**config.mk**
```make
export PLATFORM = sky130hd
export DESIGN_NAME = wb_arbiter
export DESIGN_NICKNAME = d
export VERILOG_FILES = /design/src/rtl/wb_arbiter.sv
export SDC_FILE = /design/constraint.sdc
export NUM_CORES = 1
export LEC_CHECK = 0
export BUFFER_PORTS_ARGS = -buffer_cell sky130_fd_sc_hd__buf_2
export CORE_ASPECT_RATIO = 1.4
export CORE_MARGIN = 8
export CORE_UTILIZATION = 34
export DETAILED_ROUTE_END_ITERATION = 8
export PLACE_DENSITY = 0.72
export SLEW_MARGIN = 15
export SYNTH_ARGS = -nofsm -noshare
export SYNTH_HDL_FRONTEND = slang
export SYNTH_SLANG_ARGS = --single-unit
```
**constraint.sdc**
```tcl
create_clock -name clk_i -period 3.6 [get_ports clk_i]
set_clock_uncertainty 0.05 [all_clocks]
set_input_delay 0.54 -clock clk_i [delete_from_list [all_inputs] [get_ports clk_i]]
set_output_delay 0.54 -clock clk_i [all_outputs]
set_load 0.05 [all_outputs]
```
**src/rtl/wb_arbiter.sv**
```systemverilog
// wb_arbiter: round-robin writeback arbiter for the register file write port,
// with a one-entry registered output stage and a bypass of the staged write.
module wb_arbiter #(
    parameter int XLEN = 32,
    parameter int NUM_REGS = 32,
    parameter int CNT_W = 16,
    localparam int RW = $clog2(NUM_REGS)
) (
    input  logic            clk_i,
    input  logic            reset_n_i,
    input  logic            hold_i,
    input  logic            s0_valid_i,
    output logic            s0_ready_o,
    input  logic [RW-1:0]   s0_rd_i,
    input  logic [XLEN-1:0] s0_data_i,
    input  logic            s1_valid_i,
    output logic            s1_ready_o,
    input  logic [RW-1:0]   s1_rd_i,
    input  logic [XLEN-1:0] s1_data_i,
    output logic            wr_en_o,
    output logic [RW-1:0]   wr_rd_o,
    output logic [XLEN-1:0] wr_data_o,
    input  logic [RW-1:0]   rs1_addr_i,
    input  logic [RW-1:0]   rs2_addr_i,
    output logic            rs1_hit_o,
    output logic            rs2_hit_o,
    output logic [XLEN-1:0] rs1_fwd_o,
    output logic [XLEN-1:0] rs2_fwd_o,
    output logic [CNT_W-1:0] conflict_cnt_o
);
    logic c0, c1, g0, g1;
    logic last_q, last_d, wr_en_q, wr_en_d;
    logic [RW-1:0] wr_rd_q, wr_rd_d;
    logic [XLEN-1:0] wr_data_q, wr_data_d;
    logic [CNT_W-1:0] cnt_q, cnt_d;

    // last_q=1 means s1 was granted most recently, so s0 wins the next tie
    always_comb begin
        c0 = s0_valid_i && (s0_rd_i != '0);
        c1 = s1_valid_i && (s1_rd_i != '0);
        g0 = !hold_i && c0 && (!c1 || last_q);
        g1 = !hold_i && c1 && (!c0 || !last_q);
        s0_ready_o = reset_n_i && (g0 || (s0_valid_i && s0_rd_i == '0));
        s1_ready_o = reset_n_i && (g1 || (s1_valid_i && s1_rd_i == '0));
        wr_en_d = g0 || g1;
        wr_rd_d = g0 ? s0_rd_i : g1 ? s1_rd_i : wr_rd_q;
        wr_data_d = g0 ? s0_data_i : g1 ? s1_data_i : wr_data_q;
        last_d = g0 ? 1'b0 : g1 ? 1'b1 : last_q;
        cnt_d = (((c0 && !g0) || (c1 && !g1)) && (cnt_q != '1)) ? cnt_q + 1'b1 : cnt_q;
    end

    always_ff @(posedge clk_i or negedge reset_n_i) begin
        if (!reset_n_i) begin
            wr_en_q   <= 1'b0;
            wr_rd_q   <= '0;
            wr_data_q <= '0;
            last_q    <= 1'b1;
            cnt_q     <= '0;
        end else begin
            wr_en_q   <= wr_en_d;
            wr_rd_q   <= wr_rd_d;
            wr_data_q <= wr_data_d;
            last_q    <= last_d;
            cnt_q     <= cnt_d;
        end
    end

    assign wr_en_o = wr_en_q;
    assign wr_rd_o = wr_rd_q;
    assign wr_data_o = wr_data_q;
    assign conflict_cnt_o = cnt_q;
    assign rs1_hit_o = wr_en_q && (wr_rd_q == rs1_addr_i) && (rs1_addr_i != '0);
    assign rs2_hit_o = wr_en_q && (wr_rd_q == rs2_addr_i) && (rs2_addr_i != '0);
    assign rs1_fwd_o = rs1_hit_o ? wr_data_q : '0;
    assign rs2_fwd_o = rs2_hit_o ? wr_data_q : '0;
endmodule
```
Yosys cells after proc, flatten, opt, wreduce, memory -nomap -nowiden:

Cells that the tools add are included.

* $add $sub $neg: 1
* multipliers: 0
* divide/modulo/power cells: 0
* magnitude comparators: 0
* eq/ne operators: 3
* shifts and indexed selects: 0
* mux-type cells: 8
* bitwise logic cells: 0
* reduce and logical (&&, ||, !) cells: 36

Operator list (count)
* 32-bit two-way mux: 4
* 5-bit nonzero test: 4
* 1-bit logical AND: 17
* 16-bit by 1-bit adder with 16-bit output, second input constant: 1
* 16-bit inequality test, second input constant: 1
* 5-bit equality test: 2
* 5-bit logical NOT: 2
* 5-bit two-way mux: 2
* 1-bit logical NOT: 6
* 1-bit logical OR: 6
* 1-bit two-way mux: 2
* 2-bit nonzero test: 1

* bits in registers: 55
* latch bits: 0
* RAM bits: 0
* ROM bits: 0
* word-level logic and storage cells: 53
* memories: 0

Longest topological paths before layout:

Gate-level depths: netlist of run 1.

* depth after elaboration: 9
* mapped depth: 7

Least setup slack after synthesis of run 1:

No wires, ideal clock.

* path type: reg2out
* start point: register wr_rd_q[0], in the netlist wr_rd_o[0]
* end point: output port rs2_fwd_o[22]
* arrival: 2.479 ns
* data required time: 3.010 ns
* path slack: 0.531 ns
* cell stages (with the launch flop): 7
* buffers on the path: 1
* cell sequence: dfrtp_1 > nor4_1 > nor3_1 > a21oi_1 > nor3_1 > clkbuf_1 > and2_1

* word-level cells in the longest chain between the ends: 4

Ends and longest elaborated chain
* start, declared: RTL line 33 `logic [RW-1:0] wr_rd_q, wr_rd_d;`
* start signal, assigned: RTL line 61 `wr_rd_q <= wr_rd_d;`
* 5-bit equality test: RTL line 73 `assign rs2_hit_o = wr_en_q && (wr_rd_q == rs2_addr_i) && (rs2_addr_i != '0);`
* 1-bit logical AND (2 in a row): RTL line 73
* net rs2_hit_o: RTL line 26 `output logic rs2_hit_o,`
* 32-bit two-way mux: RTL line 75 `assign rs2_fwd_o = rs2_hit_o ? wr_data_q : '0;`
* end, declared: RTL line 28 `output logic [XLEN-1:0] rs2_fwd_o,`

The timed path passes the listed nets, and every way through them passes these cells.

Final worst setup path of run 1:

* start point: input port s1_rd_i[0]
* end point: output port s0_ready_o

* word-level cells in the longest chain between the ends: 7

Ends and longest elaborated chain
* start, declared: RTL line 18 `input logic [RW-1:0] s1_rd_i,`
* 5-bit nonzero test: RTL line 40 `c1 = s1_valid_i && (s1_rd_i != '0);`
* 1-bit logical AND: RTL line 40
* 1-bit logical NOT: RTL line 41 `g0 = !hold_i && c0 && (!c1 || last_q);`
* 1-bit logical OR: RTL line 41
* 1-bit logical AND: RTL line 41
* 1-bit logical OR: RTL line 43 `s0_ready_o = reset_n_i && (g0 || (s0_valid_i && s0_rd_i == '0));`
* 1-bit logical AND: RTL line 43
* end, declared: RTL line 13 `output logic s0_ready_o,`

No other way between the ends.

==> results of run 1 <==
[worst max-delay path, delay by kind of cell]
family / cells / cell delay [ns]
buffers and inverters: 2 / 0.39
AOI/OAI and AO/OA: 3 / 0.73
and+or+nand+nor: 2 / 0.70
[registers in the layout (all words and copies together) (netlist names)]
signal / count
last_q: 1
conflict_cnt_o: 16
wr_en_o: 1
wr_data_o: 32
wr_rd_o: 5
[worst paths after layout]
| path | endpoint | depth (start not counted) |
|---|---|---|
| setup / recovery | s0_ready_o | 7 |
| max in group asynchronous | wr_data_o[13] | 2 |
| setup reg to reg | conflict_cnt_o[6] | 6 |
| min in group clk_i | conflict_cnt_o[7] | 1 |
| hold reg to reg | conflict_cnt_o[7] | 1 |
| hold / removal | conflict_cnt_o[15] | 1 |
[cells by family (layout without fill, tap and decap cells)]
family,after synthesis,after routing,share of synthesized area
compound gates,52,52,0.0935
xor+xnor,20,20,0.0539
fa+ha+maj,3,3,0.0104
buf+inv,20,224,0.0404
flops,55,55,0.424
mux,41,41,0.128
simple gates,150,150,0.250
[Yosys cell counts, drive strengths merged]
master	n	area, um2
and2	64	400
nor3	9	45.0
a21oi	42	210
or3	1	6.26
maj3	2	21.3
nand3	12	60.1
clkbuf	14	52.6
ha	1	12.5
mux2	4	45.0
o21a	2	15.0
inv	1	3.75
dfstp	1	26.3
or2	1	6.26
o211a	2	27.5
buf	5	75.1
o21ai	5	43.8
and3	3	18.8
xor2	11	96.3
mux2i	37	370
nand2	5	18.8
o31ai	1	7.51
nor2	43	161
nor3b	1	7.51
nor2b	1	6.26
nor4	2	12.5
xnor2	9	78.8
or4	2	22.5
nor4b	3	26.3
and3b	1	8.76
dfrtp	54	1350
nand2b	1	6.26
nand4	1	6.26
[area by class of cell]
type,count,area (um2)
clock inverters,2,35.0
multi-input cells,266,1760
inverters,1,3.75
flip-flops and latches,55,1380
clock buffers,6,139
well taps,110,138
fillers,873,4860
repair buffers,215,1090
[cells in the final DEF (no fill, tap or decap), types with 2 or more instances in the layout]
cell type,Yosys,layout
nand3_1,12,12
nor3_1,9,8
nor4b_1,3,3
o21ai_0,2,2
mux2_1,3,3
o21a_1,2,2
o21ai_2,2,2
xnor2_1,9,9
and2_1,64,64
buf_4,2,5
dfrtp_1,54,54
nor2_1,43,42
buf_2,0,210
a21oi_1,42,41
nor4_1,2,2
xor2_1,11,11
clkbuf_16,0,5
mux2i_1,37,37
or4_4,2,2
and3_1,3,3
nand2_1,5,5
[metrics by stage]
step / hold slack (ns) / setup WS (ns) / area [um2]
after floorplan: 0.194 / 0.531 / 3250
after global placement: 0.423 / 0.694 / 4370
after detailed placement: 0.426 / 0.666 / 4370
after CTS: 0.223 / 0.652 / 4540
after global routing: 0.271 / 0.570 / 4540
final: 0.213 / 0.654 / 4540
[where the power goes]
part / total [W] / switching, W / internal, W
combinational: 0.000868 / 0.000632 / 0.000236
sequential: 0.000855 / 0.000127 / 0.000728
clock: 0.000559 / 0.000213 / 0.000346
[layer usage]
layer,global-route usage,vias up,routed length [um]
li1,-,1563,-
met5,0,-,0
met3,0.0592,7,910
met2,0.284,132,5500
met4,0.0446,0,104
met1,0.156,1451,3930
==> flow_metrics.py, run 1 <==
metrics = {
    "run_status": {
        "outcome": "completed",
    },
    "floorplan": {
        "rows": 42,
        "die_area_um2": 13000,
        "die_h_um": 132,
        "core_um2": 9410,
        "die_x_um": 98.6,
        "design.portCount": 211,
        "initial_core_util": 0.346,
    },
    "clocking": {
        "cts_hold_buf": 0,
        "cts_sinks": 55,
        "cts_tree": "built",
        "cts_setup_buffers": 0,
        "cts_made_buffers": 5,
        "cts_resized": 0,
        "cts-root-buf": "clkbuf_16",
        "cts_buffer_depth": 2,
        "clk-insertion-delay-late_ns": 0.29,
        "path_clk_slew_ns": 0.07,
        "cts_max_level": 2,
    },
    "synthesis": {
        "synthCells": 341,
        "synth_warnings": 0,
        "ys_ff_latch": 55,
        "syn_area_per_cell_um2": 9.53,
        "seq_area_frac_synth": 0.424,
        "netlist_area_um2": 3250,
        "ys_types": 38,
        "synth_fp_nets": 431,
    },
    "worst_setup_path": {
        "cp.required_ns": 3.01,
        "rr_startpoint": "conflict_cnt_o[0]",
        "end_kind": "output pin",
        "start_kind": "input pin",
        "path_cells": "buf_2, or4_4, o21ai_4, o211a_4, a21oi_1, nor2b_1, buf_2",
        "critical_path.max_fanout": 18,
        "startpoint": "s1_rd_i[0]",
        "timing.reg2reg.setup_slack_ns": 1.43,
        "cpMostUsedCell": "buf_2",
        "critical_path.max_stage_delay_ns": 0.57,
        "cpMaxStageDelayCell": "or4_4",
        "critical_path_class": "in -> out",
        "critPathArrivalTime_ns": 2.36,
    },
    "cells_and_area": {
        "nets": 634,
        "antennaDiodeCount": 0,
        "layout-drive-gt1-share": 0.433,
        "final_cells": 655,
        "area_growth_pct": 39.7,
        "post-route-util": 0.483,
    },
    "placed_design": {
        "routabilityCongestion": 0.815,
        "dp_hpwl_um": 8390,
        "placed_cells": 647,
        "port_buffers": 210,
    },
    "routing": {
        "dr.pass1.iters": 6,
        "routedWlPerCell_um": 15.9,
        "drtIter0Drc": 87,
        "drc": 0,
        "ant_nets": 0,
        "via_per_inst": 4.81,
        "drt_wl_total_um": 10400,
        "vias": 3153,
    },
    "timing": {
        "grt_setup_unrepaired": "false",
        "layout_worst_path_cycle_share": 0.818,
        "setup_tns_ns": 0,
        "maxSlewViolCount": 0,
        "post-route-min-period_ns": 2.95,
        "tightestPinTransition_ns": 0.790,
        "fmax_mhz": 339,
        "slew_headroom": 0.472,
        "final_hold_viol_count": 0,
        "setup_violations": 0,
    },
    "power_and_ir_drop": {
        "p_total_w": 0.00228,
        "power.density_nw_per_um2": 503,
        "p_leak_nw": 2.34,
        "ir_worst_vdd_mv": 0.374,
    },
    "grt": {
        "grt_pass1_vias": 3265,
        "grt_max_degree": 44,
        "antenna_found_initial": 0,
        "grtUsageTotal": 0.154,
        "globalRouteOverflowTotal": 0,
        "grt_first_pass_wirelength_um": 16400,
    },
    "worst_hold_path": {
        "holdCritPathClass": "in -> async",
    },
    "run": {
        "cap_violations": 0,
    },
}
(Power assumes the default switching activity.)
==> run 2, diff against run 1 <==
Clock period 3.6 ns to 3 ns, I/O delays scaled along.
==> flow_metrics.py, run 2 (synthesis gave the netlist of run 1 again) <==
metrics = {
    "run_status": {
        "outcome": "completed",
    },
    "grt": {
        "antenna_found_initial": 0,
        "globalRouteOverflowTotal": 0,
        "grt_pass1_vias": 3299,
        "grt_max_degree": 44,
        "grt_first_pass_wirelength_um": 16500,
        "grtUsageTotal": 0.154,
    },
    "clocking": {
        "cts_setup_buffers": 0,
        "cts_made_buffers": 5,
        "cts-root-buf": "clkbuf_16",
        "cts_max_level": 2,
        "cts_sinks": 55,
        "clk-insertion-delay-late_ns": 0.29,
        "cts_buffer_depth": 2,
        "path_clk_slew_ns": 0.07,
        "cts_tree": "built",
    },
    "timing": {
        "final_hold_viol_count": 0,
        "grt_setup_unrepaired": "false",
        "maxSlewViolCount": 0,
        "setup_violations": 0,
        "layout_worst_path_cycle_share": 0.871,
        "tightestPinTransition_ns": 0.852,
        "setup_ws_ns": 0.386,
        "fmax_mhz": 382,
        "setup_tns_ns": 0,
        "slew_headroom": 0.431,
        "hold_ws_ns": 0.356,
        "post-route-min-period_ns": 2.61,
    },
    "routing": {
        "via_per_inst": 4.80,
        "ant_nets": 0,
        "routedWlPerCell_um": 15.8,
        "vias": 3156,
        "drt_wl_total_um": 10400,
        "drtIter0Drc": 72,
        "drc": 0,
        "dr.pass1.iters": 4,
    },
    "worst_hold_path": {
        "holdCritPathClass": "in -> reg",
        "min_to": "last_q",
        "worstHoldPathCells": 2,
        "worstHoldStart": "hold_i",
    },
    "cells_and_area": {
        "fillers": 900,
        "layout-drive-gt1-share": 0.432,
        "mostFrequentLayoutCell": "buf_2",
        "final_cells": 658,
        "mostFrequentLayoutCells": "buf_2 (210), and2_1 (64), dfrtp_1 (54)",
        "multi_input_comb_area_um2": 1760,
        "nets": 637,
        "antennaDiodeCount": 0,
        "design_area_um2": 4560,
        "area_growth_pct": 40.3,
        "largest_reg_flops": 32,
        "regArea_um2": 1380,
    },
    "worst_setup_path": {
        "path_cells": "xor2_1, nor3_1, nand3_1, nor2_2, buf_4, and2_1, buf_2",
        "cpMaxStageDelayCell": "dfrtp_1",
        "critical_path.max_fanout": 33,
        "critPathArrivalTime_ns": 2.11,
        "critical_path.max_stage_delay_ns": 0.44,
        "cp.required_ns": 2.50,
        "critical_path_class": "reg -> out",
        "worst_r2r_endpoint": "conflict_cnt_o[3]",
        "critPathBufInv": 2,
        "end_kind": "output pin",
        "reg2regPathDepth": 6,
        "timing.reg2reg.setup_slack_ns": 0.73,
        "cp_top_family": "simple AND/OR/NAND/NOR gates",
        "rr_startpoint": "conflict_cnt_o[0]",
        "start_kind": "register",
        "startpoint": "wr_rd_o[2]",
    },
    "placed_design": {
        "dp_slack_ns": 0.525,
        "place_area_um2": 4400,
        "placed_cells": 649,
        "port_buffers": 210,
        "routabilityCongestion": 0.811,
        "dp_hpwl_um": 8520,
    },
    "power_and_ir_drop": {
        "ir_worst_vdd_mv": 0.390,
        "intPower_w": 0.00152,
        "combPwrFrac": 0.391,
        "p_seq_frac": 0.384,
        "p_clk_frac": 0.225,
        "power.density_nw_per_um2": 587,
        "p_leak_nw": 2.35,
        "power.switching_w": 0.00116,
        "sw_frac_of_total": 0.433,
    },
    "floorplan": {
        "rows": 42,
        "design.portCount": 211,
        "die_x_um": 98.6,
        "core_um2": 9410,
        "die_h_um": 132,
        "initial_core_util": 0.346,
        "die_area_um2": 13000,
    },
    "run": {
        "cap_violations": 0,
    },
}
run 2: cell count changes in the layout (fill, tap and decap cells not counted):
cell           change
bufinv_16          -1
clkinv_2           -1
clkbuf_1           +1
clkbuf_8           +1
dlygate4sd3_1      +1
buf_12             +1
buf_4              +1
run 2: how the worst max path moves through the flow:
stage / cells after the start / to
floorplan: 6 / rs2_fwd_o[22]
global placement: 7 / s0_ready_o
detailed placement: 7 / s0_ready_o
CTS: 7 / rs1_fwd_o[0]
global route: 7 / rs1_fwd_o[0]
finish: 7 / rs1_fwd_o[0]
run 2: per-stage QoR:
| step | power [W] | utilization |
|---|---|---|
| CTS | 0.00272 | 0.485 |
| floorplan | 0.00177 | - |
| detailed placement | 0.00210 | 0.467 |
| global route | 0.00282 | 0.485 |
| global placement | 0.00207 | 0.467 |
| finish | 0.00268 | 0.485 |
run 2: per-layer routing:
metal	up-vias	wire length (um)	global-route usage	part of all wire
li1	1569	-	-	-
met1	1442	3800	0.146	0.37
met2	135	5500	0.295	0.53
met3	10	961	0.0581	0.092
met4	0	133	0.0420	0.013
met5	-	0	0	0
run 2: cell type report:
type | count | area share
inverters | 1 | 0.000823
well taps | 110 | 0.0302
flip-flops and latches | 55 | 0.302
multi-input cells | 266 | 0.386
clock buffers | 8 | 0.0343
repair buffers | 218 | 0.247
run 2: power groups by stage:
stage	clock network (W)	registers (W)	logic, W
2_1_floorplan	0	0.00145	0.000323
3_3_place_gp	0	0.00103	0.00104
3_5_place_dp	0	0.00104	0.00106
4_1_cts	0.000634	0.00103	0.00106
5_1_grt	0.000661	0.00105	0.00111
6_report	0.000601	0.00103	0.00105
run 2: what timing repair did:
item / 4_1_cts / 5_1_grt
hold endpoints to repair: 2 / 0
hold buffers: 1 / 0
gates resized for setup: 0 / 0
==> run 3, diff against run 2 <==
Settings changed: ABC_CLOCK_PERIOD_IN_PS set to 3000, BUFFER_PORTS_ARGS -buffer_cell sky130_fd_sc_hd__buf_2 to not set, DONT_BUFFER_PORTS set to 1, PLACE_DENSITY 0.72 to 0.53.
==> flow_metrics.py, run 3 (synthesis gave the netlist of run 1 again) <==
metrics = {
    "worst_setup_path": {
        "cpMostUsedCell": "buf_4",
        "critical_path_class": "reg -> out",
        "cp_top_family": "simple AND/OR/NAND/NOR gates",
        "critPathBufInv": 3,
        "cp.required_ns": 2.50,
        "end_kind": "output pin",
        "critical_path.max_stage_delay_ns": 0.40,
        "reg2regPathDepth": 6,
        "critPathArrivalTime_ns": 2.25,
        "critical_path.max_fanout": 30,
        "path_cells": "buf_4, nor4_1, nor3_1, a21oi_1, nor3_2, buf_4, and2_1, buf_4",
        "cp.depth": 8,
        "start_kind": "register",
        "cpMaxStageDelayCell": "dfrtp_1",
    },
    "timing": {
        "setup_violations": 0,
        "final_hold_viol_count": 0,
        "maxSlewViolCount": 0,
        "grt_setup_unrepaired": "false",
        "setup_ws_ns": 0.246,
        "tightestPinTransition_ns": 0.638,
        "setup_tns_ns": 0,
        "slew_headroom": 0.573,
        "fmax_mhz": 363,
        "layout_worst_path_cycle_share": 0.918,
        "post-route-min-period_ns": 2.75,
    },
    "routing": {
        "vias": 2697,
        "via_per_inst": 5.16,
        "drt_wl_total_um": 11300,
        "routedWlPerCell_um": 21.7,
        "ant_nets": 0,
        "drtIter0Drc": 81,
        "dr.pass1.iters": 4,
        "drc": 0,
    },
    "cells_and_area": {
        "layout-drive-gt1-share": 0.249,
        "multi_input_comb_area_um2": 1770,
        "design_area_um2": 4850,
        "post-route-util": 0.516,
        "fillers": 827,
        "antennaDiodeCount": 0,
        "nets": 502,
        "area_growth_pct": 49.3,
        "regArea_um2": 1380,
        "mostFrequentLayoutCells": "and2_1 (64), buf_12 (60), dfrtp_1 (54)",
        "largest_reg_flops": 32,
        "mostFrequentLayoutCell": "and2_1",
    },
    "worst_hold_path": {
        "worstHoldPathCells": 1,
        "holdCritPathClass": "in -> reg",
    },
    "grt": {
        "grt_pass1_vias": 2847,
        "busiest_layer": "met2",
        "antenna_found_initial": 0,
        "gr-usage-met3": 0.0698,
        "use_met1": 0.184,
        "globalRouteOverflowTotal": 0,
        "grt_max_degree": 70,
        "grtUsageTotal": 0.174,
        "gr-usage-met2": 0.310,
        "grt_first_pass_wirelength_um": 17800,
    },
    "floorplan": {
        "die_x_um": 98.6,
        "design.portCount": 211,
        "die_h_um": 132,
        "core_um2": 9410,
        "initial_core_util": 0.346,
        "rows": 42,
        "die_area_um2": 13000,
    },
    "run": {
        "cap_violations": 0,
    },
    "power_and_ir_drop": {
        "power.density_nw_per_um2": 551,
        "ir_worst_vdd_mv": 0.460,
        "p_leak_nw": 2.00,
        "p_total_w": 0.00267,
    },
    "clocking": {
        "clk-insertion-delay-late_ns": 0.29,
        "path_clk_slew_ns": 0.07,
        "cts_max_level": 2,
        "cts_buffer_depth": 2,
        "cts_tree": "built",
        "cts-root-buf": "clkbuf_16",
        "cts_made_buffers": 5,
        "cts_setup_buffers": 0,
        "cts_sinks": 55,
    },
    "placed_design": {
        "dp_hpwl_um": 9090,
        "port_buffers": 0,
        "place_area_um2": 4640,
        "dp_slack_ns": 0.445,
        "routabilityCongestion": 0.802,
    },
    "run_status": {
        "outcome": "completed",
    },
}
==> run 3: cell count changes in the layout (fill, tap and decap cells not counted), sizes merged <==
cell / change
buf: -135
clkinv: +1
bufinv: +1
clkbuf: -2
==> run 3: per-layer routing <==
layer / share of wire / vias to the layer above / wire [um]
met3: 0.095 / 7 / 1080
met5: 0 / - / 0
met1: 0.37 / 1260 / 4160
met4: 0.011 / 0 / 127
met2: 0.53 / 126 / 5960
li1: - / 1304 / -
==> run 3: final timing paths <==
kind / start / to / slack [ns]
max: wr_rd_o[2] / rs2_fwd_o[4] / 0.25
min in group asynchronous: reset_n_i / wr_data_o[17] / 0.63
max reg2reg: conflict_cnt_o[1] / conflict_cnt_o[6] / 0.47
min: hold_i / last_q / 0.17
max in group asynchronous: reset_n_i / last_q / 1.96
min reg2reg: last_q / last_q / 0.50
==> run 3: repair_timing <==
action / in CTS / in global routing
hold buffers: 2 / 0
endpoints found under the hold margin: 55 / 0
resized for setup: 0 / 0
setup endpoints to repair: 0 / 0
==> run 3: report_power, final <==
part           leakage, nW  internal [W]  switching [W]
clock network       0.0868      0.000415       0.000257
registers            0.637      0.000864       0.000500
logic                 1.27      0.000243       0.000393
==> run 3: final cells by class <==
cell class / instances / share of cell area
multi-input cells: 266 / 0.364
repair buffers: 83 / 0.288
clock inverters: 2 / 0.00722
clock buffers: 6 / 0.0286
inverters: 1 / 0.000773
flip-flops and latches: 55 / 0.284
well taps: 110 / 0.0284
==> run 3: through the flow <==
step | hold slack, ns | cells
after floorplan | 0.104 | 341
after detailed placement | 0.108 | 513
after global placement | 0.108 | 513
after global routing | 0.163 | 523
final | 0.175 | 523
after CTS | 0.162 | 523
